<file path="src/rtl/dht11_pkg.sv">
// Shared types and default timing constants for the DHT11 read scheduler.
package dht11_pkg;

    localparam int DATA_W      = 8;
    localparam int CLK_HZ      = 1_000_000;
    localparam int PERIOD_CYC  = 2_000_000;
    localparam int MIN_GAP_CYC = 1_000_000;
    localparam int TIMEOUT_CYC = 30_000;
    localparam int MAX_RETRY   = 3;

    typedef enum logic [1:0] {
        IDLE,
        HOLD,
        READ,
        EVAL
    } state_t;

    // Bits needed to hold values 0..max_val (never less than one bit).
    function automatic int cnt_w(input int max_val);
        return (max_val < 2) ? 1 : $clog2(max_val + 1);
    endfunction

endpackage

</file>
<file path="src/rtl/dht11_sat_counter.sv">
// Up-counter that saturates at MAX_VAL; synchronous clear wins over increment.
module dht11_sat_counter #(
    parameter int             MAX_VAL = 15,
    parameter int             W       = 4,
    parameter logic [W-1:0]   RST_VAL = '0
) (
    input  logic         clk,
    input  logic         rst,
    input  logic         clr,
    input  logic         inc,
    output logic [W-1:0] cnt
);

    // NOTE: clocked state uses non-blocking assignments so every flop samples pre-edge values.
    always_ff @(posedge clk or posedge rst) begin
        if (rst) begin
            cnt <= RST_VAL;
        end else if (clr) begin
            cnt <= '0;
        end else if (inc && (cnt != W'(MAX_VAL))) begin
            cnt <= cnt + 1'b1;
        end
    end

endmodule

</file>
<file path="src/rtl/dht11_scheduler.sv">
// Sequences the DHT11 reader: periodic/on-demand chains, gap enforcement, timeout, retries.
// Optional threshold alarms are built when DHT11_SCHED_ALARM_EN is defined.
module dht11_scheduler #(
    parameter int PERIOD_CYC  = dht11_pkg::PERIOD_CYC,
    parameter int MIN_GAP_CYC = dht11_pkg::MIN_GAP_CYC,
    parameter int TIMEOUT_CYC = dht11_pkg::TIMEOUT_CYC,
    parameter int MAX_RETRY   = dht11_pkg::MAX_RETRY
) (
    input  logic                         clk,
    input  logic                         rst,
    input  logic                         enable,
    input  logic                         trig,
    output logic                         rd_en,
    input  logic                         rd_data_ready,
    input  logic [dht11_pkg::DATA_W-1:0] rd_humidity,
    input  logic [dht11_pkg::DATA_W-1:0] rd_temperature,
    output logic [dht11_pkg::DATA_W-1:0] humidity,
    output logic [dht11_pkg::DATA_W-1:0] temperature,
    output logic                         sample_valid,
    input  logic                         sample_ack,
    output logic                         overrun,
    output logic                         fault,
    output logic                         busy,
    input  logic [dht11_pkg::DATA_W-1:0] t_hi,
    input  logic [dht11_pkg::DATA_W-1:0] t_lo,
    output logic                         alarm_hi,
    output logic                         alarm_lo
);

    import dht11_pkg::*;

    localparam int GAP_W = cnt_w(MIN_GAP_CYC);
    localparam int PER_W = cnt_w(PERIOD_CYC - 1);
    localparam int TMO_W = cnt_w(TIMEOUT_CYC - 1);
    localparam int RTY_W = cnt_w(MAX_RETRY);

    state_t              state;
    logic [GAP_W-1:0]    gap_cnt;
    logic [PER_W-1:0]    period_cnt;
    logic [TMO_W-1:0]    tmo_cnt;
    logic [RTY_W-1:0]    retry_cnt;
    logic                trig_pend;
    logic                ok;
    logic [DATA_W-1:0]   stg_hum;
    logic [DATA_W-1:0]   stg_temp;

    logic gap_done;
    logic period_due;
    logic tmo_last;
    logic frame_valid;
    logic start_chain;
    logic rd_rise;
    logic accept;

    assign gap_done    = gap_cnt >= GAP_W'(MIN_GAP_CYC);
    assign period_due  = period_cnt == PER_W'(PERIOD_CYC - 1);
    assign tmo_last    = tmo_cnt == TMO_W'(TIMEOUT_CYC - 1);
    // The reader leaves 0/0 behind on a checksum failure.
    assign frame_valid = !((stg_hum == '0) && (stg_temp == '0));
    assign start_chain = enable && (state == IDLE) && (period_due || trig_pend);
    assign rd_rise     = enable && (state == HOLD) && gap_done;
    assign accept      = enable && (state == EVAL) && ok && frame_valid;

    dht11_sat_counter #(.MAX_VAL(MIN_GAP_CYC), .W(GAP_W), .RST_VAL('0)) u_gap (
        .clk(clk), .rst(rst), .clr(rd_rise), .inc(!rd_en), .cnt(gap_cnt)
    );

    // Resets to its terminal value so the first chain starts right after power-up settle.
    dht11_sat_counter #(.MAX_VAL(PERIOD_CYC - 1), .W(PER_W), .RST_VAL(PER_W'(PERIOD_CYC - 1))) u_period (
        .clk(clk), .rst(rst), .clr(start_chain), .inc(1'b1), .cnt(period_cnt)
    );

    dht11_sat_counter #(.MAX_VAL(TIMEOUT_CYC - 1), .W(TMO_W), .RST_VAL('0)) u_tmo (
        .clk(clk), .rst(rst), .clr(rd_rise), .inc(state == READ), .cnt(tmo_cnt)
    );

    always_ff @(posedge clk or posedge rst) begin
        if (rst) begin
            state        <= IDLE;
            rd_en        <= 1'b0;
            busy         <= 1'b0;
            trig_pend    <= 1'b0;
            retry_cnt    <= '0;
            ok           <= 1'b0;
            stg_hum      <= '0;
            stg_temp     <= '0;
            humidity     <= '0;
            temperature  <= '0;
            sample_valid <= 1'b0;
            overrun      <= 1'b0;
            fault        <= 1'b0;
        end else begin
            if (!enable) begin
                state     <= IDLE;
                busy      <= 1'b0;
                rd_en     <= 1'b0;
                trig_pend <= 1'b0;
                retry_cnt <= '0;
            end else begin
                // A trig coinciding with chain start stays pending rather than being lost.
                if (trig) begin
                    trig_pend <= 1'b1;
                end else if (start_chain) begin
                    trig_pend <= 1'b0;
                end

                case (state)
                    IDLE: begin
                        if (period_due || trig_pend) begin
                            state <= HOLD;
                            busy  <= 1'b1;
                        end
                    end
                    HOLD: begin
                        if (gap_done) begin
                            rd_en <= 1'b1;
                            state <= READ;
                        end
                    end
                    READ: begin
                        if (rd_data_ready) begin
                            stg_hum  <= rd_humidity;
                            stg_temp <= rd_temperature;
                            ok       <= 1'b1;
                            rd_en    <= 1'b0;
                            state    <= EVAL;
                        end else if (tmo_last) begin
                            ok    <= 1'b0;
                            rd_en <= 1'b0;
                            state <= EVAL;
                        end
                    end
                    EVAL: begin
                        if (ok && frame_valid) begin
                            humidity    <= stg_hum;
                            temperature <= stg_temp;
                            fault       <= 1'b0;
                            retry_cnt   <= '0;
                            state       <= IDLE;
                            busy        <= 1'b0;
                        end else if ((retry_cnt + 1'b1) == RTY_W'(MAX_RETRY)) begin
                            fault     <= 1'b1;
                            retry_cnt <= '0;
                            state     <= IDLE;
                            busy      <= 1'b0;
                        end else begin
                            retry_cnt <= retry_cnt + 1'b1;
                            state     <= HOLD;
                        end
                    end
                    default: begin
                        state <= IDLE;
                        busy  <= 1'b0;
                    end
                endcase
            end

            // An ack landing with a new sample consumes the old one; overrun is left as is.
            if (accept) begin
                sample_valid <= 1'b1;
                if (sample_valid && !sample_ack) begin
                    overrun <= 1'b1;
                end
            end else if (sample_valid && sample_ack) begin
                sample_valid <= 1'b0;
                overrun      <= 1'b0;
            end
        end
    end

`ifdef DHT11_SCHED_ALARM_EN
    always_ff @(posedge clk or posedge rst) begin
        if (rst) begin
            alarm_hi <= 1'b0;
            alarm_lo <= 1'b0;
        end else if (accept) begin
            alarm_hi <= stg_temp > t_hi;
            alarm_lo <= stg_temp < t_lo;
        end
    end
`else
    logic unused_thresholds;
    assign unused_thresholds = ^{t_hi, t_lo};
    assign alarm_hi = 1'b0;
    assign alarm_lo = 1'b0;
`endif

endmodule

</file>
<file path="config.mk">
export PLATFORM = sky130hd
export DESIGN_NAME = dht11_scheduler
export DESIGN_NICKNAME = d
export VERILOG_FILES = /design/src/rtl/dht11_pkg.sv /design/src/rtl/dht11_sat_counter.sv /design/src/rtl/dht11_scheduler.sv
export SDC_FILE = /design/constraint.sdc
export NUM_CORES = 1
export LEC_CHECK = 0
export BUFFER_PORTS_ARGS = -buffer_cell sky130_fd_sc_hd__buf_2
export CAP_MARGIN = 15
export CORE_ASPECT_RATIO = 1.75
export CORE_MARGIN = 4
export CORE_UTILIZATION = 60
export DETAILED_ROUTE_END_ITERATION = 8
export HOLD_SLACK_MARGIN = 0.02
export PLACE_DENSITY = 0.89
export SLEW_MARGIN = 15
export SYNTH_ARGS = -nofsm -noshare
export SYNTH_HDL_FRONTEND = slang
export SYNTH_HIERARCHICAL = 1
export SYNTH_SLANG_ARGS = --single-unit
</file>
<file path="constraint.sdc">
create_clock -name clk -period 6.75 [get_ports clk]
set_clock_uncertainty 0.1 [all_clocks]
set_input_delay 1.35 -clock clk [delete_from_list [all_inputs] [get_ports clk]]
set_output_delay 1.35 -clock clk [all_outputs]
set_load 0.01 [all_outputs]
</file>
# After elaboration in Yosys (flattened, before gate mapping)

Cells that the tools add are included.

Bits in registers: 99
Bits in latches: 0
Bits in writable memories: 0
Memory bits (read-only): 0
Bits of input ports: 38
Word-level logic and storage cells: 111
Memories kept: 0

$add $sub $neg: 4
Multipliers: 0
Divide/modulo/power cells: 0
Order comparisons: 1
Equal/unequal tests: 18
Shift operators: 0
Muxes and demuxes: 38
Bitwise logic cells: 0
Reductions and logical operators: 34

Operators with widths:

| cell                    | count |
|---|---|
| $mux W21                | 2 |
| $mux W20                | 2 |
| $mux W15                | 2 |
| $add A21 B1 Y21 const B | 1 |
| $eq A21 B21 Y1 const B  | 1 |
| $ne A21 B21 Y1 const B  | 1 |
| $reduce_and A3 Y1       | 7 |
| $add A20 B1 Y20 const B | 1 |
| $ge A20 B20 Y1 const B  | 1 |
| $mux W1                 | 20 |
| $ne A20 B20 Y1 const B  | 1 |
| $mux W2                 | 9 |
| $logic_not A8 Y1        | 2 |
| $add A15 B1 Y15 const B | 1 |
| $eq A15 B15 Y1 const B  | 1 |
| $ne A15 B15 Y1 const B  | 1 |
| $logic_and A1 B1 Y1     | 13 |
| $reduce_bool A2 Y1      | 6 |
| $ne A3 B1 Y1 const B    | 3 |
| $pmux W2 S4             | 1 |
| $eq A2 B2 Y1 const B    | 3 |
| $ne A2 B1 Y1 const B    | 2 |
| $ne A4 B2 Y1 const B    | 1 |
| $ne A4 B4 Y1 const B    | 1 |
| 9 further kinds         | 12 |

# Depth between registers and ports, before layout

Depth after elaboration: 7
Mapped depth: 8
Gate-level depth less buffers: 7

# Cells and area by module

Netlist, hierarchy kept.

Modules (own cells, without submodules):

| module                       | times used | cells an instance | area each (sq um) | sequential area each (sq um) |
|---|---|---|---|---|
| dht11_scheduler              | 1          | 166               | 2008.2            | 1076.0 |
| dht11_sat_counter (u_period) | 1          | 125               | 1167.4            | 541.8 |
| dht11_sat_counter (u_gap)    | 1          | 112               | 1078.5            | 500.5 |
| dht11_sat_counter (u_tmo)    | 1          | 84                | 822.0             | 375.4 |

# Worst setup path after synthesis

No wires, ideal clock.

Path type: input-to-reg
From: input port enable
To: register u_period.cnt[7]
Setup time: 132 ps
Arrival time: 2614 ps
Data required time: 6518 ps
Setup slack: 3904 ps
Stages on the path: 6
Cell sequence: clkbuf_1 nand2_1 nor2_1 clkbuf_1 clkbuf_1 nor2_1

Cells in the longest elaborated chain, start to end: 3

Ends and longest elaborated chain:

| element                                        | line                    | text |
|---|---|---|
| start, declared                                | dht11_scheduler.sv:11   | `input logic enable,` |
| $logic_and A1 B1 Y1 (*) (2 in a row)           | dht11_scheduler.sv:60   | `assign start_chain = enable && (state == IDLE) && (period_due \|\| trig_pend);` |
| net start_chain                                | dht11_scheduler.sv:51   | `logic start_chain;` |
| $mux W21 or $reduce_bool A2 Y1 (tied branches) | n/a                     |  |
| end signal, assigned                           | dht11_sat_counter.sv:21 | `cnt <= cnt + 1'b1;` |
| end, declared                                  | dht11_sat_counter.sv:11 | `output logic [W-1:0] cnt` |

Mark *: on every way through the listed nets, which the timed path passes. The rest lies on a longest branch.
A chain may end at the register's enable or synchronous reset.

# Worst setup path after layout

From: input port enable
To: register humidity[0] (netlist bit)

Cells in the longest elaborated chain, start to end: 1

Ends and longest elaborated chain:

| element                     | line                   | text |
|---|---|---|
| $reduce_and A3 Y1 (no line) | n/a                    |  |
| end signal, assigned        | dht11_scheduler.sv:135 | `humidity <= stg_hum;` |
| end, declared               | dht11_scheduler.sv:17  | `output logic [dht11_pkg::DATA_W-1:0] humidity,` |

Every way passes these cells.

==> results by group <==
Power and ir drop
  – Pwr Total: roughly 2.1 mW
  – Leak: between 2 and 2.5 nW
  – Clock Power Share: 23.1%
  – Sequential share of power: approximately half
  – Internal power: 1.36 mW
  – Pwr dens: 379 nW/um^2
  – Combinational share of power: between 20% and 30%
  – VDD IR-drop max: 184 uV
  – Switching Share: between 30% and 40%
  – Sw Pwr: just under 0.8 mW

Route
  – Avg WL per Cell: 17.3 microns
  – Routed wire length: around 11000 microns
  – First-pass DRT Iterations: 6
  – Via count: roughly 4000
  – Post-route ant nets: 0
  – Initial drt markers: between 300 and 400
  – Drt drc: 1
  – Vias per cell: a little over 6

STA
  – Setup ws final: roughly 4.2 ns
  – Max-slew violation count: 0
  – Final worst-path cycle share: 38.5%
  – TNS Setup: 0 ns
  – Worst Tran Pin Value: between 0.8 and 0.9 ns
  – Fmax achieved: roughly 380 MHz
  – RSZ-0062 raised after global routing: no
  – Setup violators final: 0
  – Relative slew margins: 42.4%
  – Final Hold Fails: 0
  – Post-route minimum period: approximately 2.6 ns

Worst hold path
  – Hold Path Class: flip-flop to flip-flop

Finish
  – Layout Nets: 580
  – Antenna cells: 0
  – Commonest non-fill, non-tap cells in the layout: 86 x dfrtp_1, 49 x nor2_1, 42 x buf_2
  – Register area: 2490 sq um
  – Share of layout cells above drive strength 1: 22.5%
  – Area of the multi-input gates: around 2500 sq um
  – Fill cells: around 560
  – P&R area growth vs syn: 11.5%
  – Commonest non-fill, non-tap cell in the layout: dfrtp_1

Status
  – Violated checks: design-rule violations
  – Status: complete, but fails checks

Synth
  – Mean Syn Cell Area: 10.4 sq um
  – Number of synthesized register bits: roughly 100
  – Unique cell type count in the Yosys netlist: 63
  – Post-synth EDFFs: 0
  – Synth Cell Area: a little over 5000 sq um
  – Syn Inst Count: slightly below 500
  – Sequential cell area fraction in the yosys report: between 40% and 50%
  – Asr flop ratio synth: 100%
  – Synthesis warning total: 6
  – Main synth FF type: dfrtp_1

Placement
  – GP Congestion: 0.929
  – Place WS: 3.78 ns
  – Port Buf Inserts: 42
  – DP HPWL: approximately 7600 microns

Critical path
  – Worst setup EP type: flip-flop
  – CP Launch Type: input port
  – R2R Setup Slk: roughly 4.3 ns
  – Max FO, Critical Path: 20
  – WP data arrival: 2.73 ns
  – CP required: ~6.9 ns
  – Crit Path Class: input port to flip-flop

Clocking
  – CTS root buf: clkbuf_16
  – Clk buf depth: 2
  – CTS Buf Count: 9
  – Clock Latency Late Sink: approximately 0.35 ns
  – Clock slew at reported path FFs: ~0.070 ns
  – Post-CTS sizing: 0
  – TritonCTS Sinks: 99
  – # H-tree levels: 3
  – Hold-fix buffers, CTS: 0
  – Post-CTS setup buffers: 0
  – CTS tree: built

GRT
  – Pin count of the biggest net entering global routing: 44
  – Gr usage total: ~23%
  – First-pass GRT wire length: 18500 microns
  – Vias in the first global route: 3957
  – Grt total ovfl: 0
  – Initial antenna violation count: 0

Floorplan
  – Die area: around 10000 sq um
  – Chip height: around 130 microns
  – Placeable Area: between 8000 and 9000 sq um
  – FP Rows: 44
  – Io pins: between 60 and 70
  – Starting Density: between 60% and 70%
  – Die Wd: around 78 microns

Flow run
  – Max-cap violations: 0
==> final timing paths <==
| path | from | to | cells past startpoint |
|---|---|---|---|
| max reg2reg | state[0] | stg_temp[0] | 4 |
| min | temperature[0] | temperature[0] | 1 |
| max | enable | humidity[0] | 3 |
| max in group asynchronous | rst | u_period/cnt[8] | 2 |
| min reg2reg | temperature[0] | temperature[0] | 1 |
| min in group asynchronous | rst | u_tmo/cnt[0] | 2 |
==> power by group through the flow <==
stage | clock (mW) | combinational [mW] | sequential (mW)
CTS | 0.505 | 0.596 | 1.05
global placement | 0 | 0.551 | 1.04
floorplan | 0 | 0.449 | 1.00
finish | 0.496 | 0.595 | 1.05
detailed placement | 0 | 0.586 | 1.06
global route | 0.530 | 0.667 | 1.09
==> metrics by stage <==
stage | hold WS, ns | cell area [sq um] | util, % | std cells
6_report | 0.401 | 5660 | 68.5 | 630
5_1_grt | 0.419 | 5660 | 68.5 | 630
4_1_cts | 0.406 | 5660 | 68.5 | 630
3_5_place_dp | 0.391 | 5370 | 65.0 | 614
3_3_place_gp | 0.386 | 5370 | 65.0 | 614
2_1_floorplan | 0.371 | 5100 | - | 493
==> per-layer routing <==
layer	track usage (%)	wire length, microns
met5	0	0
met4	12.9	231
met3	2.57	318
met2	42.2	6140
met1	26.1	4220
==> worst max-delay path, stage by stage <==
cell	delay (ns)
buf_2	0.18
and3_1	0.76
mux2_2	0.44
==> logic make-up after synthesis <==
kind of cell	count (synthesis)	synth area share (%)
simple gates	210	23.6
flops	99	49.1
compound gates	69	9.05
mux	39	8.58
buf+inv	33	2.83
xor+xnor	26	4.49
fa+ha+maj	9	2.22
other cells	2	0.148
==> flip-flops by register name (all words and copies together), names as in the netlist <==
| register | cells |
|---|---|
| temperature | 8 |
| sample_valid | 1 |
| state | 2 |
| retry_cnt | 2 |
| u_gap/cnt | 20 |
| ok | 1 |
| humidity | 8 |
| u_tmo/cnt | 15 |
| trig_pend | 1 |
| stg_temp | 8 |
| fault | 1 |
| rd_en | 1 |
| stg_hum | 8 |
| busy | 1 |
| overrun | 1 |
| u_period/cnt | 21 |
==> synth_stat cells, types with 5 or more instances <==
library cell  instances  area share (%)
a21oi_1              25             2.5
and3_1                5            0.62
and4_1                6             1.0
clkbuf_1             10            0.74
dfrtp_1              86              42
dfstp_2              13             6.7
ha_1                  9             2.2
inv_1                17             1.3
mux2_2               33             7.3
nand2_1              30             2.2
nand3_1              15             1.5
nand4_1              26             3.2
nor2_1               49             3.6
nor2b_1              10             1.2
nor3_1               10            0.99
nor4_1               11             1.4
o21ai_0              13             1.3
o31ai_1               9             1.3
or3_1                12             1.5
or4_1                 7             1.0
xnor2_1               7             1.2
xor2_1               19             3.3
==> area by class of cell <==
class | instances | area share (%)
timing repair buffer | 45 | 4.11
inverter | 17 | 1.13
tap | 92 | 2.03
clock inverter | 5 | 0.818
clock buffer | 11 | 4.29
multi-input combinational | 361 | 43.6
sequential | 99 | 44.1
(Power assumes the default switching activity.)
